[config.mk]
export PLATFORM = sky130hd
export DESIGN_NAME = stopwatch_datapath
export DESIGN_NICKNAME = d
export VERILOG_FILES = /design/src/rtl/stopwatch_pkg.sv /design/src/rtl/tick_gen_100hz.sv /design/src/rtl/stopwatch_datapath.sv
export SDC_FILE = /design/constraint.sdc
export NUM_CORES = 1
export LEC_CHECK = 0
export BUFFER_PORTS_ARGS = -buffer_cell sky130_fd_sc_hd__buf_4
export CAP_MARGIN = 20
export CORE_MARGIN = 2
export CORE_UTILIZATION = 25
export CTS_BUF_LIST = sky130_fd_sc_hd__clkbuf_8
export CTS_CLUSTER_SIZE = 14
export DETAILED_ROUTE_END_ITERATION = 6
export SETUP_SLACK_MARGIN = 0.4
export SYNTH_ARGS = -nofsm -noshare
export SYNTH_HDL_FRONTEND = slang
export SYNTH_SLANG_ARGS = --single-unit
[constraint.sdc]
create_clock -name clk -period 3.6 [get_ports clk]
set_clock_uncertainty 0.1 [all_clocks]
set_input_delay 0.9 -clock clk [delete_from_list [all_inputs] [get_ports clk]]
set_output_delay 0.9 -clock clk [all_outputs]
set_load 0.1 [all_outputs]
[src/rtl/stopwatch_pkg.sv]
// Shared definitions for the stopwatch timekeeping core: control states,
// counter moduli and field widths.
package stopwatch_pkg;

  typedef enum logic [1:0] {
    ST_STOP  = 2'd0,
    ST_RUN   = 2'd1,
    ST_CLEAR = 2'd2
  } state_e;

  localparam int MSEC_MAX = 100;
  localparam int SEC_MAX  = 60;
  localparam int MIN_MAX  = 60;

  localparam int W_MSEC = 7;
  localparam int W_SEC  = 6;
  localparam int W_MIN  = 6;

endpackage

[src/rtl/tick_gen_100hz.sv]
// Divides the system clock down to a one-cycle tick every FCOUNT enabled cycles.
// The divider holds while disabled so a partial interval survives a stop.
module tick_gen_100hz #(
  parameter int FCOUNT = 1_000_000
) (
  input  logic clk,
  input  logic reset,
  input  logic i_en,
  input  logic i_clr,
  output logic o_tick
);

  localparam int              W_DIV    = $clog2(FCOUNT);
  localparam logic [W_DIV-1:0] DIV_LAST = W_DIV'(FCOUNT - 1);

  logic [W_DIV-1:0] div_r;
  logic [W_DIV-1:0] div_nxt_s;
  logic             tick_nxt_s;

  // Next divider value and tick decision
  always_comb begin
    div_nxt_s  = div_r;
    tick_nxt_s = 1'b0;
    if (i_clr) begin
      div_nxt_s = '0;
    end else if (i_en) begin
      if (div_r == DIV_LAST) begin
        div_nxt_s  = '0;
        tick_nxt_s = 1'b1;
      end else begin
        div_nxt_s = div_r + 1'b1;
      end
    end else begin
      div_nxt_s = div_r;
    end
  end

  // Divider and tick registers
  always_ff @(posedge clk or negedge reset) begin
    if (!reset) begin
      div_r  <= '0;
      o_tick <= 1'b0;
    end else begin
      div_r  <= div_nxt_s;
      o_tick <= tick_nxt_s;
    end
  end

endmodule

[src/rtl/stopwatch_datapath.sv]
// Stopwatch core: run/stop/clear control, 100 Hz tick gating and the
// cascaded centisecond / second / minute counters.
module stopwatch_datapath #(
  parameter int FCOUNT   = 1_000_000,
  parameter int MSEC_MAX = stopwatch_pkg::MSEC_MAX,
  parameter int SEC_MAX  = stopwatch_pkg::SEC_MAX,
  parameter int MIN_MAX  = stopwatch_pkg::MIN_MAX
) (
  input  logic                              clk,
  input  logic                              reset,
  input  logic                              i_btn_run,
  input  logic                              i_btn_clear,
  output logic [stopwatch_pkg::W_MSEC-1:0]  o_msec,
  output logic [stopwatch_pkg::W_SEC-1:0]   o_sec,
  output logic [stopwatch_pkg::W_MIN-1:0]   o_min,
  output logic                              o_run,
  output logic                              o_tick
);

  import stopwatch_pkg::*;

  localparam logic [W_MSEC-1:0] MSEC_LAST = W_MSEC'(MSEC_MAX - 1);
  localparam logic [W_SEC-1:0]  SEC_LAST  = W_SEC'(SEC_MAX - 1);
  localparam logic [W_MIN-1:0]  MIN_LAST  = W_MIN'(MIN_MAX - 1);

  state_e            state_r;
  state_e            state_nxt_s;
  logic [W_MSEC-1:0] msec_nxt_s;
  logic [W_SEC-1:0]  sec_nxt_s;
  logic [W_MIN-1:0]  min_nxt_s;

  // Control FSM next state; clear wins over run while stopped
  always_comb begin
    state_nxt_s = state_r;
    case (state_r)
      ST_STOP: begin
        if (i_btn_clear) begin
          state_nxt_s = ST_CLEAR;
        end else if (i_btn_run) begin
          state_nxt_s = ST_RUN;
        end else begin
          state_nxt_s = ST_STOP;
        end
      end
      ST_RUN: begin
        if (i_btn_run) begin
          state_nxt_s = ST_STOP;
        end else begin
          state_nxt_s = ST_RUN;
        end
      end
      ST_CLEAR: state_nxt_s = ST_STOP;
      default:  state_nxt_s = ST_STOP;
    endcase
  end

  // State register; o_run tracks the state it is entering
  always_ff @(posedge clk or negedge reset) begin
    if (!reset) begin
      state_r <= ST_STOP;
      o_run   <= 1'b0;
    end else begin
      state_r <= state_nxt_s;
      o_run   <= (state_nxt_s == ST_RUN);
    end
  end

  tick_gen_100hz #(
    .FCOUNT (FCOUNT)
  ) u_tick_gen (
    .clk    (clk),
    .reset  (reset),
    .i_en   (state_r == ST_RUN),
    .i_clr  (state_r == ST_CLEAR),
    .o_tick (o_tick)
  );

  // Cascaded counters advance off the registered tick, independent of state,
  // so a tick registered just before a stop is still counted
  always_comb begin
    msec_nxt_s = o_msec;
    sec_nxt_s  = o_sec;
    min_nxt_s  = o_min;
    if (state_r == ST_CLEAR) begin
      msec_nxt_s = '0;
      sec_nxt_s  = '0;
      min_nxt_s  = '0;
    end else if (o_tick) begin
      if (o_msec == MSEC_LAST) begin
        msec_nxt_s = '0;
        if (o_sec == SEC_LAST) begin
          sec_nxt_s = '0;
          min_nxt_s = (o_min == MIN_LAST) ? '0 : o_min + 1'b1;
        end else begin
          sec_nxt_s = o_sec + 1'b1;
        end
      end else begin
        msec_nxt_s = o_msec + 1'b1;
      end
    end else begin
      msec_nxt_s = o_msec;
    end
  end

  // Counter registers
  always_ff @(posedge clk or negedge reset) begin
    if (!reset) begin
      o_msec <= '0;
      o_sec  <= '0;
      o_min  <= '0;
    end else begin
      o_msec <= msec_nxt_s;
      o_sec  <= sec_nxt_s;
      o_min  <= min_nxt_s;
    end
  end

endmodule

==> qor.txt, run 1 <==
CP Class = reg2reg
CP Capture Type = register
Setup violations, final = 0
biggest area consumer among synthesized cells = dfrtp_1
crit path DAT = 2.58 ns
Critical Path RT = 3.74 ns
first-pass GRT wire length = 8500 µm
die area = 10600 µm²
Row Count = 36
post-synthesis mux area share = 0.817%
antenna violations before repair = 0
Synth-to-Final Area Change = 15.7%
Avg WL per Cell = 12.6 µm
post-synthesis simple-gate area fraction = 24.5%
Cells after Synth = 256
gp weighted congestion = 0.799
CTS root buffer = clkbuf_8
max-cap violation count = 0
post-synthesis cell type count = 56
Mapped Area = 2450 µm²
Startpoint Class = register
Yosys reg bits = 43
worst slew pin tran = 0.978 ns
Pre-Repair DR Iteration Count = 4
core outline area = 9640 µm²
post_cts resized = 0
H-tree depth reported by CTS = 2
vias = 2021
setup repair bufs after CTS = 0
period utilisation layout = 67.7%
xor-xnor portion of the synthesized cell area = 1.07%
vias per inst = 4.94
Compound-Gate Fraction of Synth Area = 20.4%
CP cell instances = inv_1 > ha_1 > a41oi_1 > or4_1 > nand3_1
filler instances = 1026
CP max-delay cell = ha_1
CTS sink count = 43
relative slew slack = 33.9%
total global-route track usage = 10.2%
Final #Nets = 286
Antenna diodes = 0
layout cell share with drive strength beyond 1 = 15.2%
cell family with most CP delay = adder cells
Die Wd = 103 µm
number of synthesized flops with an enable pin = 0
share of flip-flops with an asynchronous set or reset = 100%
hold bufs inserted after CTS = 0
Port Buffers = 24
Leakage = 0.00117 µW
status = complete, no violations
syn avg cell area = 9.57 µm²
final setup margin = 1.16 ns
post-layout min period = 2.44 ns
CTS tree = done
Longest Clk Path Bufs = 2
Ports = 25
Power Density = 592 nW/µm²
Initial Util = 25.4%
pre-CTS WS = 1.16 ns
top-count cell post-synth = dfrtp_1
Post-Syn Nets = 267
largest net degree at the start of global routing = 44
maximum vdd drop = 0.317 mV
register area share after synthesis = 43.9%
Hold Vio Cnt, Final = 0
Synth top area share = 43.9%
initial DRC count = 91
DRC viols = 0
hpwl dp = 3540 µm
RSZ-0062 raised after global routing = no
post-synthesis adder-cell area fraction = 3.58%
Crit Path Max Fanout = 26
setup TNS = 0 ns
dominant synthesized flop cell = dfrtp_1
GR Overflow Total = 0
Synth top cells by count = dfrtp_1 (43), nand2_1 (31), o21ai_0 (24), nand3_1 (13)
vias in the first global route = 1782
DRT Wirelength = 5150 µm
number of buffers created by CTS = 5
largest family of logic cells by synthesized area = simple AND/OR/NAND/NOR gates
HP Class = reg2reg
slowest stage delay, CP = 0.71 ns
Detail Route Antenna Nets = 0
Syn. warnings = 0
clk slew on worst S/H paths = 0.09 ns
Peak Freq = 410 MHz
worst path bufs/invs = 1
synth top area cells = dfrtp_1 (44%), o21ai_0 (4.9%), nand2_1 (4.7%)
final slew viol count = 0
Clock Latency Late Sink = 0.30 ns
Die Ht = 103 µm
-- cell usage in the layout (no fill, tap or decap), types with 3 or more instances in the layout --
cell and instances:
nor2_1 7, nor3_1 3, nand4_1 6, buf_4 24, clkbuf_8 5, o21ai_0 24, o31ai_1 4, or4_1 4
and3_1 5, dfrtp_1 43, nand2_1 31, o2111ai_1 3, xor2_1 3, a21oi_1 12, nand3b_1 4, and4_1 3
o31a_2 3, nand2b_1 7, o221ai_1 4, inv_1 13, nand3_1 13, or3_1 6, ha_1 7
-- path summary, 6_finish.rpt --
kind	start	to	slack, ns	cells past startpoint
setup reg to reg	state_r[0]	o_min[4]	1.16	5
max in group asynchronous	reset	u_tick_gen.div_r[19]	2.54	1
hold reg to reg	u_tick_gen.div_r[4]	u_tick_gen.div_r[4]	0.43	1
min in group asynchronous	reset	o_sec[2]	0.48	1
hold / removal	u_tick_gen.div_r[4]	u_tick_gen.div_r[4]	0.43	1
setup / recovery	state_r[0]	o_min[4]	1.16	5
-- through the flow --
step	util, %	hold WS [ns]	instances	power (µW)	instance area, µm²
after global routing	29.4	0.459	409	1770	2830
after detailed placement	28.0	0.415	401	1240	2700
after CTS	29.4	0.431	409	1700	2830
after global placement	28.0	0.408	401	1240	2700
after floorplan	-	0.365	256	1130	2450
final	29.4	0.435	409	1680	2830
-- report_power, final --
part / switching (µW) / internal (µW)
registers: 95.8 / 553
logic: 434 / 149
clock network: 172 / 275
-- metal layers --
metal / up-vias / GRT usage, % / wire [µm]
li1: 992 / - / -
met1: 975 / 12.8 / 2380
met2: 47 / 16.9 / 2420
met3: 7 / 2.31 / 260
met4: 0 / 4.25 / 92
met5: - / 0 / 0
-- worst reg2reg max path: stages, from the launching register on --
cell,delay (ns)
dfrtp_1,0.39
inv_1,0.08
ha_1,0.71
a41oi_1,0.40
or4_1,0.62
nand3_1,0.09
-- layout make-up --
cell class / count / area [µm²] / share of cell area [%]
Clock buffer: 5 / 68.8 / 2.43
Clock inverter: 3 / 63.8 / 2.25
Inverter: 12 / 45.0 / 1.59
Multi-Input combinational cell: 189 / 1230 / 43.5
Sequential cell: 43 / 1080 / 38.0
Tap cell: 133 / 166 / 5.87
Timing Repair Buffer: 24 / 180 / 6.36
-- sequential cells by signal, indices dropped and copies added, names as in the netlist --
| register | cells |
|---|---|
| o_min | 6 |
| o_sec | 6 |
| u_tick_gen.div_r | 20 |
| state_r | 2 |
| u_tick_gen.o_tick | 1 |
| o_msec | 7 |
| o_run | 1 |
-- logic make-up after synthesis --
family,count (synthesis)
AOI/OAI and AO/OA,72
xor gates and xnor gates,3
buffers and inverters,24
and+or+nand+nor,105
DFF,43
muxes,2
adders and majority gates,7
Note: power is estimated with default switching activity, not from simulation.
==> run 2, diff against run 1 <==
- ABC_AREA: unset -> 1
- clock period: 3.6 -> 2.45 ns (I/O delays scaled with it)
==> qor.txt, run 2 <==
Ports = 25
core outline area = 10200 µm²
number of buffers created by CTS = 5
period utilisation layout = 76.9%
CTS tree = done
hpwl dp = 4130 µm
Final #Nets = 381
syn avg cell area = 7.57 µm²
CP max-delay cell = ha_1
Hold Vio Cnt, Final = 0
registers with the most flip-flops = u_tick_gen.div_r: 20 flops, o_msec: 7 flops
antenna violations before repair = 0
top-count cell post-synth = nand2_1
Avg WL per Cell = 11.1 µm
total global-route track usage = 10.8%
Initial Util = 25.5%
largest net degree at the start of global routing = 44
status = complete, no violations
CP Capture Type = register
DRC viols = 0
Peak Freq = 531 MHz
Crit Path Max Fanout = 10
Die Ht = 106 µm
post-layout min period = 1.88 ns
first-pass GRT wire length = 10000 µm
CP cell instances = inv_1 > ha_1 > nand2_1 > nor2_1 > nand2_1 > nor2_1 > xnor2_1 > nor2_1
Setup violations, final = 0
number of synthesized flops with an enable pin = 0
vias = 2220
Leakage = 0.00140 µW
Synth-to-Final Area Change = 16.7%
register area share after synthesis = 41.4%
Met2 Routed Length = 2610 µm
Die Wd = 106 µm
Syn. warnings = 0
most used cell, CP = nor2_1
GR Overflow Total = 0
final slew viol count = 0
Yosys reg bits = 43
Row Count = 37
max-cap violation count = 0
Antenna diodes = 0
max FFs per register = 20
Worst Hold Slack = 0.204 ns
initial DRC count = 144
synth top area cells = dfrtp_1 (41%), nand2_1 (14%), nor2_1 (5.6%)
Clock Latency Late Sink = 0.30 ns
commonest non-fill, non-tap cells in the layout = nand2_1 (100), nor2_1 (39), dfrtp_1 (37), inv_1 (33), buf_4 (28)
worst slew pin tran = 0.575 ns
Startpoint Class = register
top layer in use = met4
Biggest register = u_tick_gen.div_r
CTS sink count = 43
layout cell share with drive strength beyond 1 = 20.5%
Port Buffers = 24
setup TNS = 0 ns
Longest Clk Path Bufs = 2
relative slew slack = 61.7%
Pre-Repair DR Iteration Count = 4
crit path DAT = 1.96 ns
CTS root buffer = clkbuf_8
Detail Route Antenna Nets = 0
slowest stage delay, CP = 0.50 ns
met3 WL = 172 µm
post-synthesis cell type count = 33
DRT met1 WL = 2770 µm
CP Class = reg2reg
share of flip-flops with an asynchronous set or reset = 100%
biggest area consumer among synthesized cells = dfrtp_1
Mapped Area = 2600 µm²
dominant synthesized flop cell = dfrtp_1
Post-Syn Nets = 354
Synth top area share = 41.4%
die area = 11200 µm²
clk slew on worst S/H paths = 0.09 ns
commonest non-fill, non-tap cell in the layout = nand2_1
maximum vdd drop = 0.615 mV
RSZ-0062 raised after global routing = yes
vias per inst = 4.38
Cells after Synth = 343
DRT Wirelength = 5600 µm
vias in the first global route = 2181
H-tree depth reported by CTS = 2
Critical Path RT = 2.53 ns
HP Class = in2async
Synth top cells by count = nand2_1 (100), dfrtp_1 (43), nor2_1 (39), inv_1 (34), nand3_1 (24)
gp weighted congestion = 0.832
Power Density = 742 nW/µm²
-- run 2: report_power, final --
group          internal [µW]  total [µW]  switching [µW]
Sequential               799         926             126
Combinational            231         867             636
Clock                    199         456             258
Total                   1230        2250            1020
-- run 2: path summary, 6_finish.rpt --
path	cells after the start	start	slack [ns]	endpoint
setup reg to reg	8	state_r[0]	0.57	u_tick_gen.div_r[5]
hold / removal	1	reset	0.20	o_msec[6]
hold reg to reg	1	o_msec[0]	0.44	o_msec[0]
min in group clk	1	o_msec[0]	0.44	o_msec[0]
max in group asynchronous	1	reset	1.62	o_msec[1]
setup / recovery	8	state_r[0]	0.57	u_tick_gen.div_r[5]
-- run 2: cell type report --
| cell class | instances | area (µm²) |
|---|---|---|
| clock inverters | 3 | 20.0 |
| fillers | 1113 | 7150 |
| clock buffers | 5 | 68.8 |
| well taps | 136 | 170 |
| multi-input cells | 254 | 1330 |
| inverters | 38 | 146 |
| flip-flops and latches | 43 | 1080 |
| repair buffers | 28 | 210 |
-- run 2: per-layer routing --
layer / vias to the layer above / track usage [%]
met1: 1024 / 14.1
met3: 5 / 2.27
li1: 1165 / -
met2: 26 / 17.8
met4: 0 / 3.20
met5: - / 0
-- run 2: cells by family after synthesis --
group	count (synthesis)	synth area share, %
AO/OA/AOI/OAI	35	8.48
XOR/XNOR	6	2.02
adder cells (fa/ha/maj)	7	3.37
buffers and inverters	46	7.51
flip-flops	43	41.4
AND/OR/NAND/NOR	206	37.2
-- run 2: through the flow --
| stage | std cells | setup WS [ns] | util, % | power [µW] | cell area (µm²) |
|---|---|---|---|---|---|
| 2_1_floorplan | 343 | 0.417 | - | 1610 | 2610 |
| 3_3_place_gp | 496 | 0.599 | 28.6 | 1780 | 2910 |
| 5_1_grt | 507 | 0.395 | 29.8 | 2380 | 3030 |
| 6_report | 507 | 0.566 | 29.8 | 2250 | 3030 |
| 4_1_cts | 504 | 0.474 | 29.4 | 2260 | 3000 |
| 3_5_place_dp | 496 | 0.510 | 28.6 | 1790 | 2910 |
-- run 2: what timing repair did --
item,4_1_cts,5_1_grt
hold buffers,0,0
gates resized for setup,0,2
setup buffers,0,3
endpoints found under the setup margin,0,8
-- run 2: worst max-delay path: cells and delay by family, from the launching register on --
family        cells  cell delay (ns)
xor+xnor          1             0.12
fa+ha+maj         1             0.50
buf+inv           1             0.06
flops             1             0.37
simple gates      5             0.61
==> run 3, diff against run 2 <==
- clock period: 2.45 -> 1.7 ns (I/O delays scaled with it)
==> qor.txt, run 3 (synthesis gave the netlist of run 2 again) <==
Switch Pwr = 1880 µW
Critical Path RT = 1.82 ns
total global-route track usage = 13.4%
HP Class = in2async
Setup violations, final = 0
Clock Latency Late Sink = 0.31 ns
sw frac = 41.5%
Peak Freq = 639 MHz
registers with the most flip-flops = u_tick_gen.div_r: 20 flops, o_msec: 7 flops
max FFs per register = 20
Port Buffers = 24
Biggest register = u_tick_gen.div_r
Tot Pwr = 4530 µW
combinational share of power = 50.6%
hold bufs inserted after CTS = 0
initial DRC count = 147
setup TNS = 0 ns
H-tree depth reported by CTS = 2
CTS tree = done
Row Count = 37
Detail Route Antenna Nets = 0
max-cap violation count = 0
Avg WL per Cell = 13.9 µm
CTS root buffer = clkbuf_8
slowest stage delay, CP = 0.43 ns
Initial Util = 25.5%
Longest Clk Path Bufs = 2
die area = 11200 µm²
GR Overflow Total = 0
DRC viols = 0
crit path DAT = 1.69 ns
commonest non-fill, non-tap cells in the layout = nand2_1 (76), buf_4 (62), inv_1 (28), nor2_1 (25)
Final #Nets = 460
gp weighted congestion = 0.865
CP cell instances = nand2_1 > nor2_4 > nand2_2 > nor2_4 > nand2_2 > xor2_2 > nor2_1
Synth-to-Final Area Change = 72.8%
DRT Wirelength = 8120 µm
CP Capture Type = register
period utilisation layout = 92.1%
Hold Vio Cnt, Final = 2
hpwl dp = 4290 µm
number of buffers created by CTS = 5
RSZ-0062 raised after global routing = yes
Pre-Repair DR Iteration Count = 4
largest net degree at the start of global routing = 44
worst slew pin tran = 0.560 ns
internal power = 2650 µW
CTS sink count = 43
clk slew on worst S/H paths = 0.09 ns
clock network fraction of design power = 18.2%
CP max-delay cell = dfrtp_1
commonest non-fill, non-tap cell in the layout = nand2_1
maximum vdd drop = 0.794 mV
post-layout min period = 1.57 ns
Die Wd = 106 µm
vias per inst = 4.66
CP Class = reg2reg
Startpoint Class = register
Die Ht = 106 µm
vias in the first global route = 2616
vias = 2731
Antenna diodes = 0
Crit Path Max Fanout = 7
failing checks = negative hold slack
layout cell share with drive strength beyond 1 = 54.7%
final slew viol count = 0
sequential group share of total power = 31.2%
first-pass GRT wire length = 12200 µm
Leakage = 0.00199 µW
antenna violations before repair = 0
status = complete, but fails checks
Worst Hold Slack = -0.000133 ns
Ports = 25
core outline area = 10200 µm²
Power Density = 1010 nW/µm²
relative slew slack = 62.7%
[run 3: changes by cell type in the layout (fill, tap and decap cells not counted), sizes merged]
cell | before | now
clkinvlp | 3 | 0
clkinv | 1 | 3
buf | 28 | 106
bufinv | 0 | 1
nand2 | 103 | 104
[run 3: per-layer routing]
metal  part of all wire (%)  GRT usage, %  routed length, µm  vias up
li1                       -             -                  -     1323
met1                     39          15.5               3190     1333
met2                     55          24.1               4510       65
met3                    3.9          3.00                313       10
met4                    1.3          5.08                104        0
met5                      0             0                  0        -
[run 3: worst max-delay path, delay by kind of cell (launching register included)]
kind          cells  cell delay [ns]
simple gates      6             0.80
flops             1             0.43
xor+xnor          1             0.16
[run 3: worst paths after layout]
kind / start / to / slack (ns) / depth (start not counted)
max reg2reg: u_tick_gen.div_r[6] / u_tick_gen.div_r[11] / 0.13 / 7
min: reset / o_msec[2] / -0.0001 / 1
max: u_tick_gen.div_r[6] / u_tick_gen.div_r[11] / 0.13 / 7
min in group clk: i_btn_clear / state_r[1] / 0.26 / 3
max in group asynchronous: reset / o_msec[0] / 1.07 / 1
min reg2reg: u_tick_gen.div_r[17] / u_tick_gen.div_r[17] / 0.46 / 2
[run 3: area by class of cell]
type                       instances  area (µm²)
inverter                          38         168
sequential                        43        1150
tap                              136         170
timing repair buffer             106        1150
fill                             925        5700
multi-input combinational        255        1740
clock buffer                       5        68.8
clock inverter                     3        43.8
[run 3: what timing repair did]
| item | CTS | global route |
|---|---|---|
| endpoints found under the setup margin | 61 | 61 |
| gates resized for setup | 132 | 44 |
| gates cloned | 1 | 1 |
| pin swaps | 49 | 39 |
| setup buffers | 48 | 22 |
[run 3: through the flow]
stage	setup WS (ns)	instance area, µm²	utilization, %	std cells
detailed placement	0.00701	3170	31.1	506
finish	0.135	4490	44.1	586
global route	0.0381	4490	44.1	586
floorplan	0.00774	2820	-	343
CTS	0.147	4140	40.6	563
global placement	0.0329	3170	31.1	506
[run 3: power by group through the flow]
stage                     Combinational, µW  Sequential, µW  Clock (µW)
final                                  2290            1410         826
after global routing                   2410            1430         889
after CTS                              2050            1390         835
after detailed placement               1420            1410           0
after global placement                 1400            1410           0
after floorplan                         628            1900           0
